`src/rtl/iram_icb_arb_pkg.sv`:
```
// Shared ICB fabric constants and arbiter state encoding.
package iram_icb_arb_pkg;

  localparam int unsigned ICB_AW = 32;
  localparam int unsigned ICB_DW = 32;
  localparam int unsigned ICB_MW = 4;

  localparam logic [1:0] ARB_IDLE    = 2'd0;
  localparam logic [1:0] ARB_RD_WAIT = 2'd1;
  localparam logic [1:0] ARB_WR_RSP  = 2'd2;

endpackage

```
`src/rtl/rr_arb2.sv`:
```
// Two-request round-robin grant: a tie goes to the requester that did not win last.
module rr_arb2 (
  input  logic [1:0] req,
  input  logic       last,
  output logic       grant,
  output logic       any
);

  always_comb begin
    grant = 1'b0;
    case (req)
      2'b10:   grant = 1'b1;
      2'b11:   grant = ~last;
      default: grant = 1'b0;
    endcase
  end

  assign any = |req;

endmodule

```
`src/rtl/iram_icb_arb.sv`:
```
// Two-master ICB arbiter for the iram slave; one outstanding transaction,
// read responses forwarded from the slave, write responses generated locally.
module iram_icb_arb
  import iram_icb_arb_pkg::*;
#(
  parameter int unsigned AW    = ICB_AW,
  parameter int unsigned DW    = ICB_DW,
  parameter int unsigned DEPTH = 4096
) (
  input  logic              clk,
  input  logic              rst_n,

  input  logic              m0_icb_cmd_valid,
  output logic              m0_icb_cmd_ready,
  input  logic [AW-1:0]     m0_icb_cmd_addr,
  input  logic              m0_icb_cmd_read,
  input  logic [DW-1:0]     m0_icb_cmd_wdata,
  input  logic [ICB_MW-1:0] m0_icb_cmd_wmask,
  output logic              m0_icb_rsp_valid,
  input  logic              m0_icb_rsp_ready,
  output logic              m0_icb_rsp_err,
  output logic [DW-1:0]     m0_icb_rsp_rdata,

  input  logic              m1_icb_cmd_valid,
  output logic              m1_icb_cmd_ready,
  input  logic [AW-1:0]     m1_icb_cmd_addr,
  input  logic              m1_icb_cmd_read,
  input  logic [DW-1:0]     m1_icb_cmd_wdata,
  input  logic [ICB_MW-1:0] m1_icb_cmd_wmask,
  output logic              m1_icb_rsp_valid,
  input  logic              m1_icb_rsp_ready,
  output logic              m1_icb_rsp_err,
  output logic [DW-1:0]     m1_icb_rsp_rdata,

  output logic              s_icb_cmd_valid,
  input  logic              s_icb_cmd_ready,
  output logic [AW-1:0]     s_icb_cmd_addr,
  output logic              s_icb_cmd_read,
  output logic [DW-1:0]     s_icb_cmd_wdata,
  output logic [ICB_MW-1:0] s_icb_cmd_wmask,
  input  logic              s_icb_rsp_valid,
  output logic              s_icb_rsp_ready,
  input  logic              s_icb_rsp_err,
  input  logic [DW-1:0]     s_icb_rsp_rdata
);

  localparam logic [AW-1:0] DEPTH_W = AW'(DEPTH);

  logic [1:0]    state, state_nxt;
  logic          owner, owner_nxt;
  logic          rr_last, rr_last_nxt;
  logic          wr_err, wr_err_nxt;
  logic          grant, any_req;
  logic          cmd_hs, owner_rsp_ready;
  logic          rsp_valid, rsp_err;
  logic [DW-1:0] rsp_rdata;

  rr_arb2 u_rr_arb2 (
    .req   ({m1_icb_cmd_valid, m0_icb_cmd_valid}),
    .last  (rr_last),
    .grant (grant),
    .any   (any_req)
  );

  // State register; reset drops any in-flight transaction.
  always_ff @(posedge clk or negedge rst_n) begin
    if (!rst_n) begin
      state   <= ARB_IDLE;
      owner   <= 1'b0;
      rr_last <= 1'b1;
      wr_err  <= 1'b0;
    end else begin
      state   <= state_nxt;
      owner   <= owner_nxt;
      rr_last <= rr_last_nxt;
      wr_err  <= wr_err_nxt;
    end
  end

  // Next-state, command mux and response routing.
  always_comb begin
    state_nxt        = state;
    owner_nxt        = owner;
    rr_last_nxt      = rr_last;
    wr_err_nxt       = wr_err;
    s_icb_cmd_valid  = 1'b0;
    s_icb_rsp_ready  = 1'b1;
    rsp_valid        = 1'b0;
    rsp_err          = 1'b0;
    rsp_rdata        = '0;
    m0_icb_cmd_ready = 1'b0;
    m1_icb_cmd_ready = 1'b0;
    cmd_hs           = 1'b0;
    owner_rsp_ready  = owner ? m1_icb_rsp_ready : m0_icb_rsp_ready;

    s_icb_cmd_addr   = grant ? m1_icb_cmd_addr  : m0_icb_cmd_addr;
    s_icb_cmd_read   = grant ? m1_icb_cmd_read  : m0_icb_cmd_read;
    s_icb_cmd_wdata  = grant ? m1_icb_cmd_wdata : m0_icb_cmd_wdata;
    s_icb_cmd_wmask  = grant ? m1_icb_cmd_wmask : m0_icb_cmd_wmask;

    case (state)
      ARB_IDLE: begin
        // Held off during reset so a master never sees a handshake it was not given.
        s_icb_cmd_valid  = rst_n & any_req;
        m0_icb_cmd_ready = s_icb_cmd_valid & ~grant & s_icb_cmd_ready;
        m1_icb_cmd_ready = s_icb_cmd_valid &  grant & s_icb_cmd_ready;
        cmd_hs           = s_icb_cmd_valid & s_icb_cmd_ready;
        if (cmd_hs) begin
          owner_nxt   = grant;
          rr_last_nxt = grant;
          if (s_icb_cmd_read) begin
            state_nxt = ARB_RD_WAIT;
          end else begin
            state_nxt  = ARB_WR_RSP;
            wr_err_nxt = {2'b00, s_icb_cmd_addr[AW-1:2]} >= DEPTH_W;
          end
        end
      end
      ARB_RD_WAIT: begin
        rsp_valid       = s_icb_rsp_valid;
        rsp_err         = s_icb_rsp_err;
        rsp_rdata       = s_icb_rsp_rdata;
        s_icb_rsp_ready = owner_rsp_ready;
        if (s_icb_rsp_valid && owner_rsp_ready) state_nxt = ARB_IDLE;
      end
      ARB_WR_RSP: begin
        rsp_valid = 1'b1;
        rsp_err   = wr_err;
        if (owner_rsp_ready) state_nxt = ARB_IDLE;
      end
      default: state_nxt = ARB_IDLE;
    endcase
  end

  assign m0_icb_rsp_valid = rsp_valid & ~owner;
  assign m0_icb_rsp_err   = rsp_err   & ~owner;
  assign m0_icb_rsp_rdata = owner ? '0 : rsp_rdata;
  assign m1_icb_rsp_valid = rsp_valid & owner;
  assign m1_icb_rsp_err   = rsp_err   & owner;
  assign m1_icb_rsp_rdata = owner ? rsp_rdata : '0;

endmodule

```
`config.mk`:
```
export PLATFORM = sky130hd
export DESIGN_NAME = iram_icb_arb
export DESIGN_NICKNAME = d
export VERILOG_FILES = /design/src/rtl/iram_icb_arb_pkg.sv /design/src/rtl/rr_arb2.sv /design/src/rtl/iram_icb_arb.sv
export SDC_FILE = /design/constraint.sdc
export NUM_CORES = 1
export LEC_CHECK = 0
export CAP_MARGIN = 40
export CORE_AREA = 3 3 122 124
export DETAILED_ROUTE_END_ITERATION = 10
export DIE_AREA = 0 0 125 127
export GPL_TIMING_DRIVEN = 0
export PLACE_DENSITY_LB_ADDON = 0.12
export SYNTH_ARGS = -nofsm -noshare
export SYNTH_HDL_FRONTEND = slang
export SYNTH_SLANG_ARGS = --single-unit
```
`constraint.sdc`:
```
create_clock -name clk -period 1.45 [get_ports clk]
set_input_delay 0.145 -clock clk [delete_from_list [all_inputs] [get_ports clk]]
set_output_delay 0.145 -clock clk [all_outputs]
set_load 0.02 [all_outputs]
```
; ---- After elaboration in Yosys (flattened, before gate mapping)
; Cells that the tools add are included.
; Widths: inputs -> output; s select.
[classes]
magnitude_cmp = 1
eq_ne = 7
muxes = 20
bitwise_logic = 14
reduce_logical = 6
[op_table]
columns = operator, count
row1 = $mux 32, 5
row2 = $ge 30x13->1 const B, 1
row3 = $and 1x1->1, 10
row4 = $mux 2, 4
row5 = $eq 2x2->1 const B, 3
row6 = $mux 1, 6
row7 = $ne 2x2->1 const B, 3
row8 = $pmux 1 s2, 3
row9 = $pmux 2 s3, 1
row10 = $reduce_and 3->1, 2
row11 = $mux 4, 1
row12 = $not 1->1, 4
row13 = $eq 2x1->1 const B, 1
row14 = $logic_not 2->1, 1
row15 = $reduce_and 2->1, 1
row16 = $reduce_or 2->1, 1
row17 = $logic_and 1x1->1, 1
[word_totals]
regBits = 5
input_bits = 179
out_inout_bits = 141
word_cells = 52

; ---- Logic depth before layout (Yosys ltp)
[depth]
depth_word = 6
mapped_depth = 6
ltp_nobuf = 6

; ---- By module
; A second synthesis with hierarchy kept.
[hier_totals]
hier_cells = 207
hier_area_um2 = 1716.6
[by_module_without_submodules]
columns = mod, n_inst, cells_per_inst, area_each_um2, seq_area_each_um2
row1 = iram_icb_arb, 1, 205, 1702.9, 126.4
row2 = rr_arb2, 1, 2, 13.8, 0.0

; ---- Worst setup path before layout
; OpenSTA, ideal clock, no wires.
[synth_timing]
kind = reg-to-reg
from = reg state[0]
to = reg owner
setup_ps = 66
arrival_ps = 1527
required_time_ps = 1384
path_slack_ps = -143
stages_incl_launch_ff = 7
n_path_buf = 0
synth_period_minus_slack_ps = 1593
path_cell_list = dfrtp_1 > inv_1 > ha_1 > o211a_1 > nand2_1 > nor2_1 > a21o_1
[synth_via]
elab_chain_cells = 2
[synth_rtl]
columns = item, line
row1 = from (decl), iram_icb_arb.sv:49  ; logic [1:0] state, state_nxt;
row2 = from (signal assigned), iram_icb_arb.sv:73  ; state <= state_nxt;
row3 = $logic_not 2->1, iram_icb_arb.sv:101  ; case (state)
row4 = $reduce_and 2->1 (no line), --
row5 = to (signal assigned), iram_icb_arb.sv:74  ; owner <= owner_nxt;
row6 = to (decl), iram_icb_arb.sv:50  ; logic owner, owner_nxt;
; No other way between the ends.
; A chain may end at the register's enable or synchronous reset.

; ---- Worst setup path in the final report
[layout_timing]
from = reg state[1]
to = out m0_icb_rsp_rdata[11]
[layout_via]
elab_chain_cells = 3
[layout_rtl]
columns = item, line
row1 = $eq 2x1->1, iram_icb_arb.sv:101
row2 = $mux 32, iram_icb_arb.sv:101
row3 = $mux 32, iram_icb_arb.sv:137  ; assign m0_icb_rsp_rdata = owner ? '0 : rsp_rdata;
row4 = to (decl), iram_icb_arb.sv:22  ; output logic [DW-1:0] m0_icb_rsp_rdata,
; No other way between the ends.

==> metrics <==
outcome=finished with violations; violated checks=setup timing; synth top area cells=nand2_1, and2_1, and3_1; Pleak=slightly below 3 nW; register bit total from synthesis=5; # setup viols final=roughly 140; yosys warns=0; CP Capture Type=primary output; largest net degree at the start of global routing=11; Tcrit/Tclk final=1.166; total CTS buffers=3; RePlAce Congestion=~0.86; Die ar.=roughly 16000 um^2; clock latency on the worst-skew pair=220 ps; clock-pin slew on the worst setup and hold paths=roughly 30 ps; Synth Cell Area=1737 um^2; row count=43; share of the synthesized area in the top cell type=0.4539; number of synthesized flops with an enable pin=0; min-delay worst type=in2async; Post-synth top flop=dfrtp_1; initial detailed-routing violation count=135; Crit path max-delay family=buffers and inverters; ant diodes=0; fin nets=approximately 870; Async SR Flop Fraction=1.000; post-synth top area cell=nand2_1; pwr/cell area=around 1000 nW/um^2; critical path launch point type=flop; Rel. slew slack=0.7405; RSZ-0062 raised after global routing=yes; synth cell count leaders=nand2_1, and2_1, and3_1, clkbuf_1, nor4_1; crit-path max FO=7; Clock Sinks=5; Crit path arrival time=between 1500 and 2000 ps; core area=between 10000 and 15000 um^2; final worst slack=-240.0 ps; Final ANT Viol Nets=0; CP Data Required Time=between 1000 and 1500 ps; Avg Cell Area, Syn=between 4 and 5 um^2; clock tree buffer depth=2; Die X=around 130 um; worst vdd ir=around 0.00066 V; total number of vias=3503; total track usage=0.1715; CTS root buffer=clkbuf_16; Net Count, Synth=530; fin. max-slew vios=0; final hold viol count=0; IO Port Bufs=between 300 and 400; num ports=320; Via density=just over 4; dpl hpwl=between 10 and 15 mm; DR DRC count=0; total negative setup slack=-24530 ps; Post-CTS Hold Buffers=0; min cycle time layout=around 1700 ps; layout cells sized above 1=0.3810; highest cell delay on the worst timing path=about 390 ps; total power=6.118 mW; Fin Hold WS=~190 ps; Placed Cells=roughly 850; Crit path buffers/inverters=4; Die Y=between 100 and 150 um; P&R area growth vs syn=240.1%; vias in the first global route=around 3.5k; most frequent cell after synthesis=nand2_1; initial antenna violation count=0; Post-Place Setup Slack=-1185 ps; Routed wire per std cell=approximately 17 um; FMAX=just under 600 MHz; crit path kind=reg2out; Final Non-Filler Cells=approximately 870; clk_skew=roughly 0.15 ps; Post-Syn Instances=348; Max Cap Violations=0; crit-path cells=inv_2 -> ha_4 -> nor2b_4 -> buf_12 -> buf_8 -> and2_4 -> buf_6; CTS tree=built; H-Tree Depth=1; Starting Density=0.1251; Worst path slowest cell=dfrtp_1; sequential area share after synthesis=0.07277; Worst-Margin Slew=roughly 390 ps; unique cell type count in the Yosys netlist=30; Detailed Route WL=~15 mm; first-pass GRT wire length=~22 mm; GRT overflow=0; Pre-Repair DR Iteration Count=4
-- path summary, 6_finish.rpt --
kind / startpoint / endpoint / slack [ps] / cells after the start
min: rst_n / owner / 190 / 1
min in group clk: wr_err / wr_err / 530 / 2
max: state[1] / m0_icb_rsp_rdata[11] / -240 / 7
max reg2reg: rr_last / wr_err / -180 / 6
min reg2reg: wr_err / wr_err / 530 / 2
max in group asynchronous: rst_n / rr_last / 980 / 1
-- stage by stage --
step / utilization / instance area, um^2
2_1_floorplan: - / 1767
3_3_place_gp: 0.3735 / 5185
3_5_place_dp: 0.3735 / 5185
4_1_cts: 0.3915 / 5434
5_1_grt: 0.4255 / 5907
6_report: 0.4255 / 5907
-- sequential cells by signal, indices dropped and copies added (netlist names) --
signal,count
state,2
owner,1
rr_last,1
wr_err,1
-- per-layer routing --
layer  wire length, um  track usage
met5                 0            0
met4               273      0.03189
met3               700      0.03052
met2              8173       0.3255
met1              5760       0.2029
-- placed cells by master, fill, tap and decap left out, types with 2 or more instances in the layout --
cell type / Yosys / final
buf_6: 1 / 84
clkdlybuf4s50_1: 0 / 176
clkbuf_2: 0 / 2
and3_1: 32 / 23
nor4_2: 0 / 3
buf_2: 0 / 21
or4_1: 2 / 2
nand2_2: 0 / 14
buf_8: 0 / 17
nor4_1: 8 / 4
a21o_1: 2 / 2
nor2_1: 7 / 2
clkbuf_16: 0 / 8
and2_4: 0 / 30
buf_4: 0 / 42
ha_4: 0 / 2
buf_12: 0 / 2
and2_1: 32 / 2
dfrtp_1: 4 / 3
nor2_4: 0 / 3
and3_2: 0 / 9
nand2_1: 210 / 194
clkbuf_8: 0 / 3
inv_2: 0 / 2
dlygate4sd2_1: 0 / 6
nor2_2: 0 / 2
nand4_1: 2 / 2
-- kinds of logic (layout without fill, tap and decap cells) --
logic type | after synthesis | after routing | synth area share
compound gates | 14 | 14 | 0.07133
fa+ha+maj | 3 | 3 | 0.02162
buf+inv | 28 | 365 | 0.06484
flops | 5 | 5 | 0.07277
mux | 2 | 2 | 0.01441
simple gates | 296 | 296 | 0.7550
-- area by class of cell --
cell class / instances / area [um^2]
Tap cell: 180 / 225.2
Clock buffer: 4 / 78.83
Sequential cell: 5 / 127.6
Inverter: 2 / 7.507
Fill cell: 1427 / 7974
Timing Repair Buffer: 333 / 3278
Buffer: 26 / 401.6
Multi-Input combinational cell: 315 / 1788
-- power breakdown --
group,leakage (nW),switching (mW),internal [mW]
Clock,0.0382,0.0859,0.364
Combinational,2.88,2.58,2.81
Sequential,0.0600,0.0642,0.216
Total,2.98,2.73,3.39
-- timing repair --
action,4_1_cts,5_1_grt
setup buffers,7,5
pin swaps,27,33
setup endpoints to repair,146,144
cloned,4,0
resized for setup,769,166
Note: power is estimated with default switching activity, not from simulation.
